--- src/rtl/spi_pkg.sv ---
// Shared definitions for the SPI burst arbiter.
// Contents:
//   state_t        - burst FSM states
//   SETUP_CYC_DEF  - default ss_n-fall to first engine start delay (clk cycles)
//   GUARD_CYC_DEF  - default ss_n hold time after the last byte (clk cycles)
//   SPI_W          - byte width of the SPI engine
package spi_pkg;

    typedef enum logic [2:0] {
        IDLE    = 3'd0,
        SETUP   = 3'd1,
        LAUNCH  = 3'd2,
        WAIT_LO = 3'd3,
        WAIT_HI = 3'd4,
        GUARD   = 3'd5
    } state_t;

    localparam int SETUP_CYC_DEF = 2;
    localparam int GUARD_CYC_DEF = 2;
    localparam int SPI_W         = 8;

endpackage

--- src/rtl/spi_rr_arbiter.sv ---
// Combinational round-robin pick.
// Ports:
//   req    - per-requester request level
//   ptr    - index of the previous winner; search starts at ptr+1 and wraps
//   winner - one-hot winner (all zero when no request)
//   any    - at least one request present
module spi_rr_arbiter
    import spi_pkg::*;
#(
    parameter int N  = 2,
    parameter int PW = $clog2(N)
) (
    input  logic [N-1:0]  req,
    input  logic [PW-1:0] ptr,
    output logic [N-1:0]  winner,
    output logic          any
);

    // First active request found walking upward from ptr+1 with wrap-around.
    always_comb begin
        winner = '0;
        any    = 1'b0;
        for (int k = 1; k <= N; k++) begin
            if (!any && req[PW'((int'(ptr) + k) % N)]) begin
                winner[PW'((int'(ptr) + k) % N)] = 1'b1;
                any                              = 1'b1;
            end else begin
                any = any;
            end
        end
    end

endmodule

--- src/rtl/spi_burst_arbiter.sv ---
// Shares one SPI byte engine between N requesters. One requester is granted
// at a time (round-robin); its slave select stays low for the whole burst and
// the engine is launched once per byte.
// Ports:
//   clk, rst          - clock, asynchronous active-high reset
//   req/tx_byte/tx_last - per-requester request, next byte, last-byte flag
//   gnt, ss_n, busy   - one-hot grant, active-low selects, burst in progress
//   byte_done/rx_byte - per-byte completion pulse and received data
//   overrun           - pulse when a burst is cut at MAX_BYTES
//   eng_start/eng_tx_data/eng_rx_data/eng_ready - byte engine handshake
module spi_burst_arbiter
    import spi_pkg::*;
#(
    parameter int N         = 2,
    parameter int SETUP_CYC = SETUP_CYC_DEF,
    parameter int GUARD_CYC = GUARD_CYC_DEF,
    parameter int MAX_BYTES = 16
) (
    input  logic               clk,
    input  logic               rst,
    input  logic [N-1:0]       req,
    input  logic [SPI_W*N-1:0] tx_byte,
    input  logic [N-1:0]       tx_last,
    output logic [N-1:0]       gnt,
    output logic               byte_done,
    output logic [SPI_W-1:0]   rx_byte,
    output logic               overrun,
    output logic               busy,
    output logic [N-1:0]       ss_n,
    output logic               eng_start,
    output logic [SPI_W-1:0]   eng_tx_data,
    input  logic [SPI_W-1:0]   eng_rx_data,
    input  logic               eng_ready
);

    localparam int PW   = $clog2(N);
    localparam int CW   = $clog2(MAX_BYTES + 1);
    localparam int TMAX = (SETUP_CYC > GUARD_CYC) ? SETUP_CYC : GUARD_CYC;
    localparam int TW   = $clog2(TMAX + 1);

    state_t           r_state;
    state_t           w_state_nxt;
    logic [PW-1:0]    r_ptr;
    logic [CW-1:0]    r_cnt;
    logic [TW-1:0]    r_tmr;
    logic             r_last;
    logic [N-1:0]     r_gnt;
    logic [N-1:0]     r_ss_n;
    logic             r_busy;
    logic             r_byte_done;
    logic             r_overrun;
    logic             r_eng_start;
    logic [SPI_W-1:0] r_eng_tx_data;
    logic [SPI_W-1:0] r_rx_byte;

    logic [N-1:0]     w_winner;
    logic             w_any;
    logic [PW-1:0]    w_win_idx;
    logic [CW-1:0]    w_cnt_inc;
    logic [SPI_W-1:0] w_tx_sel;
    logic             w_last_sel;

    spi_rr_arbiter #(.N(N), .PW(PW)) u_rr (
        .req    (req),
        .ptr    (r_ptr),
        .winner (w_winner),
        .any    (w_any)
    );

    // One-hot winner to index, and mux of the granted requester's tx inputs.
    always_comb begin
        w_win_idx  = '0;
        w_tx_sel   = '0;
        w_last_sel = 1'b0;
        for (int i = 0; i < N; i++) begin
            if (w_winner[i]) begin
                w_win_idx = PW'(i);
            end else begin
                w_win_idx = w_win_idx;
            end
            if (r_ptr == PW'(i)) begin
                w_tx_sel   = tx_byte[i*SPI_W +: SPI_W];
                w_last_sel = tx_last[i];
            end else begin
                w_tx_sel   = w_tx_sel;
                w_last_sel = w_last_sel;
            end
        end
    end

    assign w_cnt_inc = r_cnt + CW'(1);

    // Burst FSM state register.
    always_ff @(posedge clk or posedge rst) begin
        if (rst) begin
            r_state <= IDLE;
        end else begin
            r_state <= w_state_nxt;
        end
    end

    // Burst FSM next-state logic.
    always_comb begin
        w_state_nxt = r_state;
        case (r_state)
            IDLE: begin
                if (w_any && eng_ready) begin
                    w_state_nxt = SETUP;
                end else begin
                    w_state_nxt = IDLE;
                end
            end
            SETUP: begin
                if (r_tmr == TW'(SETUP_CYC - 1)) begin
                    w_state_nxt = LAUNCH;
                end else begin
                    w_state_nxt = SETUP;
                end
            end
            LAUNCH: begin
                // While byte_done is showing, the requester has not yet
                // presented its next byte, so hold one cycle before sampling.
                if (r_byte_done) begin
                    w_state_nxt = LAUNCH;
                end else begin
                    w_state_nxt = WAIT_LO;
                end
            end
            WAIT_LO: begin
                if (!eng_ready) begin
                    w_state_nxt = WAIT_HI;
                end else begin
                    w_state_nxt = WAIT_LO;
                end
            end
            WAIT_HI: begin
                if (eng_ready) begin
                    if (r_last || (w_cnt_inc == CW'(MAX_BYTES))) begin
                        w_state_nxt = GUARD;
                    end else begin
                        w_state_nxt = LAUNCH;
                    end
                end else begin
                    w_state_nxt = WAIT_HI;
                end
            end
            GUARD: begin
                if (r_tmr == TW'(GUARD_CYC - 1)) begin
                    w_state_nxt = IDLE;
                end else begin
                    w_state_nxt = GUARD;
                end
            end
            default: begin
                w_state_nxt = IDLE;
            end
        endcase
    end

    // Registered datapath and outputs, updated on the FSM transitions.
    always_ff @(posedge clk or posedge rst) begin
        if (rst) begin
            r_ptr         <= PW'(N - 1);
            r_cnt         <= '0;
            r_tmr         <= '0;
            r_last        <= 1'b0;
            r_gnt         <= '0;
            r_ss_n        <= '1;
            r_busy        <= 1'b0;
            r_byte_done   <= 1'b0;
            r_overrun     <= 1'b0;
            r_eng_start   <= 1'b0;
            r_eng_tx_data <= '0;
            r_rx_byte     <= '0;
        end else begin
            r_byte_done <= 1'b0;
            r_overrun   <= 1'b0;
            r_eng_start <= 1'b0;
            case (r_state)
                IDLE: begin
                    if (w_any && eng_ready) begin
                        r_gnt  <= w_winner;
                        r_ss_n <= ~w_winner;
                        r_busy <= 1'b1;
                        r_cnt  <= '0;
                        r_ptr  <= w_win_idx;
                        r_tmr  <= '0;
                    end
                end
                SETUP: begin
                    r_tmr <= r_tmr + TW'(1);
                end
                LAUNCH: begin
                    if (!r_byte_done) begin
                        r_eng_start   <= 1'b1;
                        r_eng_tx_data <= w_tx_sel;
                        r_last        <= w_last_sel;
                    end
                end
                WAIT_HI: begin
                    if (eng_ready) begin
                        r_rx_byte   <= eng_rx_data;
                        r_byte_done <= 1'b1;
                        r_cnt       <= w_cnt_inc;
                        r_tmr       <= '0;
                        // A last byte landing exactly on the limit is a normal end.
                        if (!r_last && (w_cnt_inc == CW'(MAX_BYTES))) begin
                            r_overrun <= 1'b1;
                        end
                    end
                end
                GUARD: begin
                    if (r_tmr == TW'(GUARD_CYC - 1)) begin
                        r_gnt  <= '0;
                        r_ss_n <= '1;
                        r_busy <= 1'b0;
                    end else begin
                        r_tmr <= r_tmr + TW'(1);
                    end
                end
                default: begin
                end
            endcase
        end
    end

    assign gnt         = r_gnt;
    assign ss_n        = r_ss_n;
    assign busy        = r_busy;
    assign byte_done   = r_byte_done;
    assign overrun     = r_overrun;
    assign rx_byte     = r_rx_byte;
    assign eng_start   = r_eng_start;
    assign eng_tx_data = r_eng_tx_data;

endmodule

--- config.mk ---
export PLATFORM = sky130hd
export DESIGN_NAME = spi_burst_arbiter
export DESIGN_NICKNAME = d
export VERILOG_FILES = /design/src/rtl/spi_pkg.sv /design/src/rtl/spi_rr_arbiter.sv /design/src/rtl/spi_burst_arbiter.sv
export SDC_FILE = /design/constraint.sdc
export NUM_CORES = 1
export LEC_CHECK = 0
export BUFFER_PORTS_ARGS = -buffer_cell sky130_fd_sc_hd__buf_4
export CORE_AREA = 2 2 49 86
export DETAILED_ROUTE_END_ITERATION = 10
export DIE_AREA = 0 0 51 88
export GPL_TIMING_DRIVEN = 0
export PLACE_DENSITY = 0.77
export SLEW_MARGIN = 20
export SYNTH_ARGS = -nofsm -noshare
export SYNTH_HDL_FRONTEND = slang
export SYNTH_SLANG_ARGS = --single-unit
export TNS_END_PERCENT = 10
--- constraint.sdc ---
create_clock -name clk -period 3.2 [get_ports clk]
set_clock_uncertainty 0.1 [all_clocks]
set_input_delay 0.16 -clock clk [delete_from_list [all_inputs] [get_ports clk]]
set_output_delay 0.16 -clock clk [all_outputs]
set_load 0.01 [all_outputs]
* Word level (Yosys, flattened, before mapping)
Cells that the tools add are included.
Storage, ports and cells: register bits 36, input port bits 31, output and inout port bits 24, word-level logic and storage cells 99
Operators by class: add/sub/neg operators 4, order comparisons 4, eq/ne operators 11, multiplexer cells 46, bitwise gates (word level) 3, reduce and logical (&&, ||, !) cells 18
Operators with widths (number):
- $mux W1 | 21
- $mux W2 | 10
- $pmux W3 S6 | 1
- $mux W3 | 4
- $mux W5 | 2
- $pmux W5 S2 | 1
- $mux W8 | 1
- $ne A2 B2 Y1 const B | 4
- $pmux W2 S2 | 2
- $pmux W2 S4 | 1
- $eq A3 B2 Y1 const B | 2
- $eq A3 B3 Y1 const B | 2
- $lt A1 B3 Y1 const B | 2
- $reduce_and A2 Y1 | 3
- $reduce_and A3 Y1 | 2
- $add A5 B1 Y5 const B | 1
- $eq A5 B5 Y1 const B | 1
- $logic_and A1 B1 Y1 | 5
- $reduce_and A4 Y1 | 1
- $reduce_bool A2 Y1 | 2
- $reduce_bool A4 Y1 | 1
- $eq A3 B1 Y1 const B | 1
- $logic_not A3 Y1 | 1
- $add A1 B1 Y1 const B | 2
- 10 further kinds | 13

* Logic depth before layout (Yosys ltp)
depth after elaboration 11, gate-level depth with buffers 7, depth with buffers taken out 6

* Cells and area by module
A second synthesis with hierarchy kept.
Second synthesis, totals: cell total of the unflattened synthesis 171, area total of the unflattened synthesis 1694.1 um^2
Modules (own cells, without submodules):
- spi_burst_arbiter | times used 1, cells each 167, area an instance 1669.1 um^2, seq. area each 904.6 um^2
- spi_rr_arbiter | times used 1, cells each 4, area an instance 25.0 um^2, seq. area each 0.0 um^2

* Worst setup path before layout
OpenSTA, ideal clock, no wires.
kind flip-flop to flip-flop, from register r_tmr[0], to register r_tmr[0], library setup time 0.065 ns, arrival 1.227 ns, required time 3.035 ns, slack 1.808 ns, stages on the path, launching flop included 6, path buffers 0, clock period less this slack 1.392 ns, cell sequence dfrtp_1 > ha_1 > a31oi_1 > o21ai_1 > or3_1 > nand2_1
On the way: longest elaborated chain between the ends 3, elaborated cells on any way between the ends 6, those cells by class 1 x add/sub; 2 x eq/ne; 2 x mux; 1 x reduce/logical
Ends and longest elaborated chain:
- from (decl) | RTL line spi_burst_arbiter.sv:45 | logic [TW-1:0] r_tmr;
- from (signal assigned) | RTL line spi_burst_arbiter.sv:191 | r_tmr <= r_tmr + TW'(1);
- from (signal assigned) | RTL line spi_burst_arbiter.sv:218 | r_tmr <= r_tmr + TW'(1);
- $add A2 B1 Y2 or $eq A2 B1 Y1 (tied branches) | RTL line spi_burst_arbiter.sv:191, spi_burst_arbiter.sv:218, spi_burst_arbiter.sv:213
- $mux W2 or $ne A2 B2 Y1 (tied branches)
- $pmux W2 S4 or $reduce_and A4 Y1 (tied branches)
Several ways; a longest one is shown, not always the timed one. The select of a mux whose other input is x is not followed. A chain may end at the register's enable or synchronous reset.

* Final worst setup path
Same ends and word-level chain as after synthesis.

==> run summary <==
Status = finished, final reports clean
Final Hold Viols = 0
Clock Tree Root = clkbuf_8
Warnings from Yosys = 0
Area grow syn2layout = 37.8%
Largest net degree at the start of global routing = 35
TNS Setup = 0 ps
Post-synth cell types = 40
Max-slew violations = 0
Min-Delay Path Depth = 3
Top cell type's share of synthesized area = 0.484
CTS sink cnt = 34
IR drop worst, VDD = 502 µV
Startpoint types = flip-flop
Met2 Use GR = 0.333
Gr ovfl total = 0
Critical path endpoint category = flip-flop
Drt wl/cell = 12.7 µm
PwrDens = 763 mW/mm²
Initial DRC count = 28
Setup violations, final = 0
First-pass GRT wire length = 6010 µm
Mean Syn Cell Area = 10.0 µm²
Critical R2R Capture = r_tmr[0]
Top cells by area, synth = dfrtp_1 (48%), nand2_1 (7.9%), mux2i_1 (5.5%)
R2R depth = 5
Kind of critical path = flip-flop to flip-flop
Io pins = 55
Met1 usage = 0.182
Port bufs = 51
Req. time, crit path = 3330 ps
CTS Buffer Depth = 2
GRT busiest layer = met2
Reg clk slew, reported paths = 70 ps
Worst slew pin tran = 674 ps
CTS tree = done
Die height = 88 µm
RePlAce Congestion = 0.793
# rows = 30
Worst r2r src = r_tmr[0]
Worst Path Arrival = 1650 ps
Period utilisation layout = 0.476
Initial core utilization = 0.436
Antenna violations before repair = 0
Post-CTS setup buffers = 0
R2R Setup Slk = 1680 ps
DP Wirelength = 2540 µm
Net Count, Synth = 198
Total leakage power = 1.11 nW
Tmin final = 1520 ps
Synth async-reset ratio = 1.00
Synth Instances = 165
Layout cell share with drive strength beyond 1 = 0.339
Post-synth EDFFs = 0
Number of antenna diodes = 0
Hold Path Sink = eng_tx_data[2]
Num CTS Buffers = 5
Area of the die = 0.00449 mm²
Layout Nets = 265
DRC viols = 0
Met3 GRT Util = 0.0358
Hold Crit Class = primary input to flip-flop
Sequential-to-total area share from yosys stat = 0.516
Max Cap Viol = 0
First drt pass iteration count = 4
Width of the die = 51 µm
Hold path start = tx_byte[2]
Core box area = 0.00379 mm²
Register bit total from synthesis = 34
Worst-skew pair later-pin latency = 280 ps
Vias per std cell = 5.06
RSZ-0062 raised after global routing = false
Largest area contributor in the netlist = dfrtp_1
Global Route Usage Sum = 0.181
Synthesized cell area = 0.00165 mm²
H-tree depth = 2
Detailed-route wire length = 3580 µm
Via Count = 1421
Ys flop type = dfrtp_1
Vias in the first global route = 1389
Worst slew margin = 0.550
Worst-path fanout max = 5
ANT nets after route = 0
Final hold slack = 73.0 ps
Highest Clock Rate = 0.656 GHz
[report_power, final]
part	leakage (nW)	switching (W)	total, W	internal [W]
combinational	0.645	0.000376	0.000741	0.000365
sequential	0.417	0.0000955	0.000678	0.000583
clock	0.0482	0.000145	0.000318	0.000173
total	1.11	0.000616	0.00174	0.00112
[final cells by class]
cell class | count | area, µm²
Buffer | 10 | 82.6
Clock buffer | 7 | 86.3
Clock inverter | 1 | 5.00
Fill cell | 350 | 1510
Inverter | 7 | 26.3
Multi-Input combinational cell | 114 | 691
Sequential cell | 34 | 853
Tap cell | 48 | 60.1
Timing Repair Buffer | 60 | 473
[per-stage QoR]
step,cell area (µm²),std cells,total power [W],setup WS [ps],util
finish,2280,281,0.00174,1680,0.601
detailed placement,2100,264,0.00142,1670,0.553
CTS,2280,281,0.00176,1660,0.601
global placement,2100,264,0.00141,1690,0.553
global route,2280,281,0.00187,1550,0.601
floorplan,1650,165,0.00113,1810,-
[state kept, by name, indices dropped and copies added (netlist names)]
register / flops
gnt: 1
eng_tx_data: 8
r_cnt: 5
busy: 1
r_tmr: 2
byte_done: 1
rx_byte: 8
r_last: 1
overrun: 1
r_state: 3
eng_start: 1
r_ptr: 1
ss_n: 1
[logic make-up after synthesis]
group,synth area share
AO/OA/AOI/OAI,0.137
AND/OR/NAND/NOR,0.201
flip-flops,0.516
multiplexers,0.0545
other,0.00454
XOR/XNOR,0.00530
adder cells (fa/ha/maj),0.0151
buffers and inverters,0.0659
[critical path, stage by stage, from the launching register on]
cell	delay, ps
dfrtp_1	400
ha_1	280
a31oi_1	180
o21ai_1	130
or3_1	330
nand2_1	60
[layout by cell type (no fill, tap or decap), types with 2 or more instances in the layout]
cell	Yosys	routed
buf_4	3	54
nand2_1	35	35
dfrtp_1	32	32
nor2_1	12	12
a21oi_1	12	12
o21ai_0	9	9
mux2i_1	9	9
dlygate4sd3_1	0	9
clkbuf_8	0	6
inv_1	6	5
buf_6	4	4
buf_2	3	3
o211ai_1	3	3
o21ai_1	3	3
inv_2	1	2
a31oi_1	2	2
nand3_1	2	2
o21a_1	2	2
ha_1	2	2
conb_1	2	2
dfstp_2	2	2
[timing repair]
item                                   CTS  global route
endpoints found under the hold margin   40             0
hold buffers                             9             0
resized for setup                        0             0
[how the worst max path moves through the flow]
stage                     slack [ps]  depth (start not counted)             end       start
after floorplan                 1810                          5        r_tmr[0]    r_tmr[0]
after global placement          1690                          5  eng_tx_data[4]  r_state[2]
after detailed placement        1670                          5  eng_tx_data[3]  r_state[2]
after CTS                       1660                          5  eng_tx_data[4]  r_state[2]
after global routing            1550                          5        r_tmr[0]    r_tmr[0]
final                           1680                          5        r_tmr[0]    r_tmr[0]
[cells in the mapped netlist (2+ instances only)]
library cell  number
nor2_1            12
dfstp_2            2
mux2i_1            9
buf_4              3
o21a_1             2
nand2_1           35
o211ai_1           3
dfrtp_1           32
buf_6              4
inv_1              6
o21ai_0            9
nand3_1            2
o21ai_1            3
conb_1             2
buf_2              3
a21oi_1           12
a31oi_1            2
ha_1               2
[metal layers]
metal  share of wire  up-vias
li1                -      687
met1            0.36      674
met2            0.56       48
met3           0.042       12
met4           0.037        0
met5               0        -
Power figures use the tool's default switching activity.
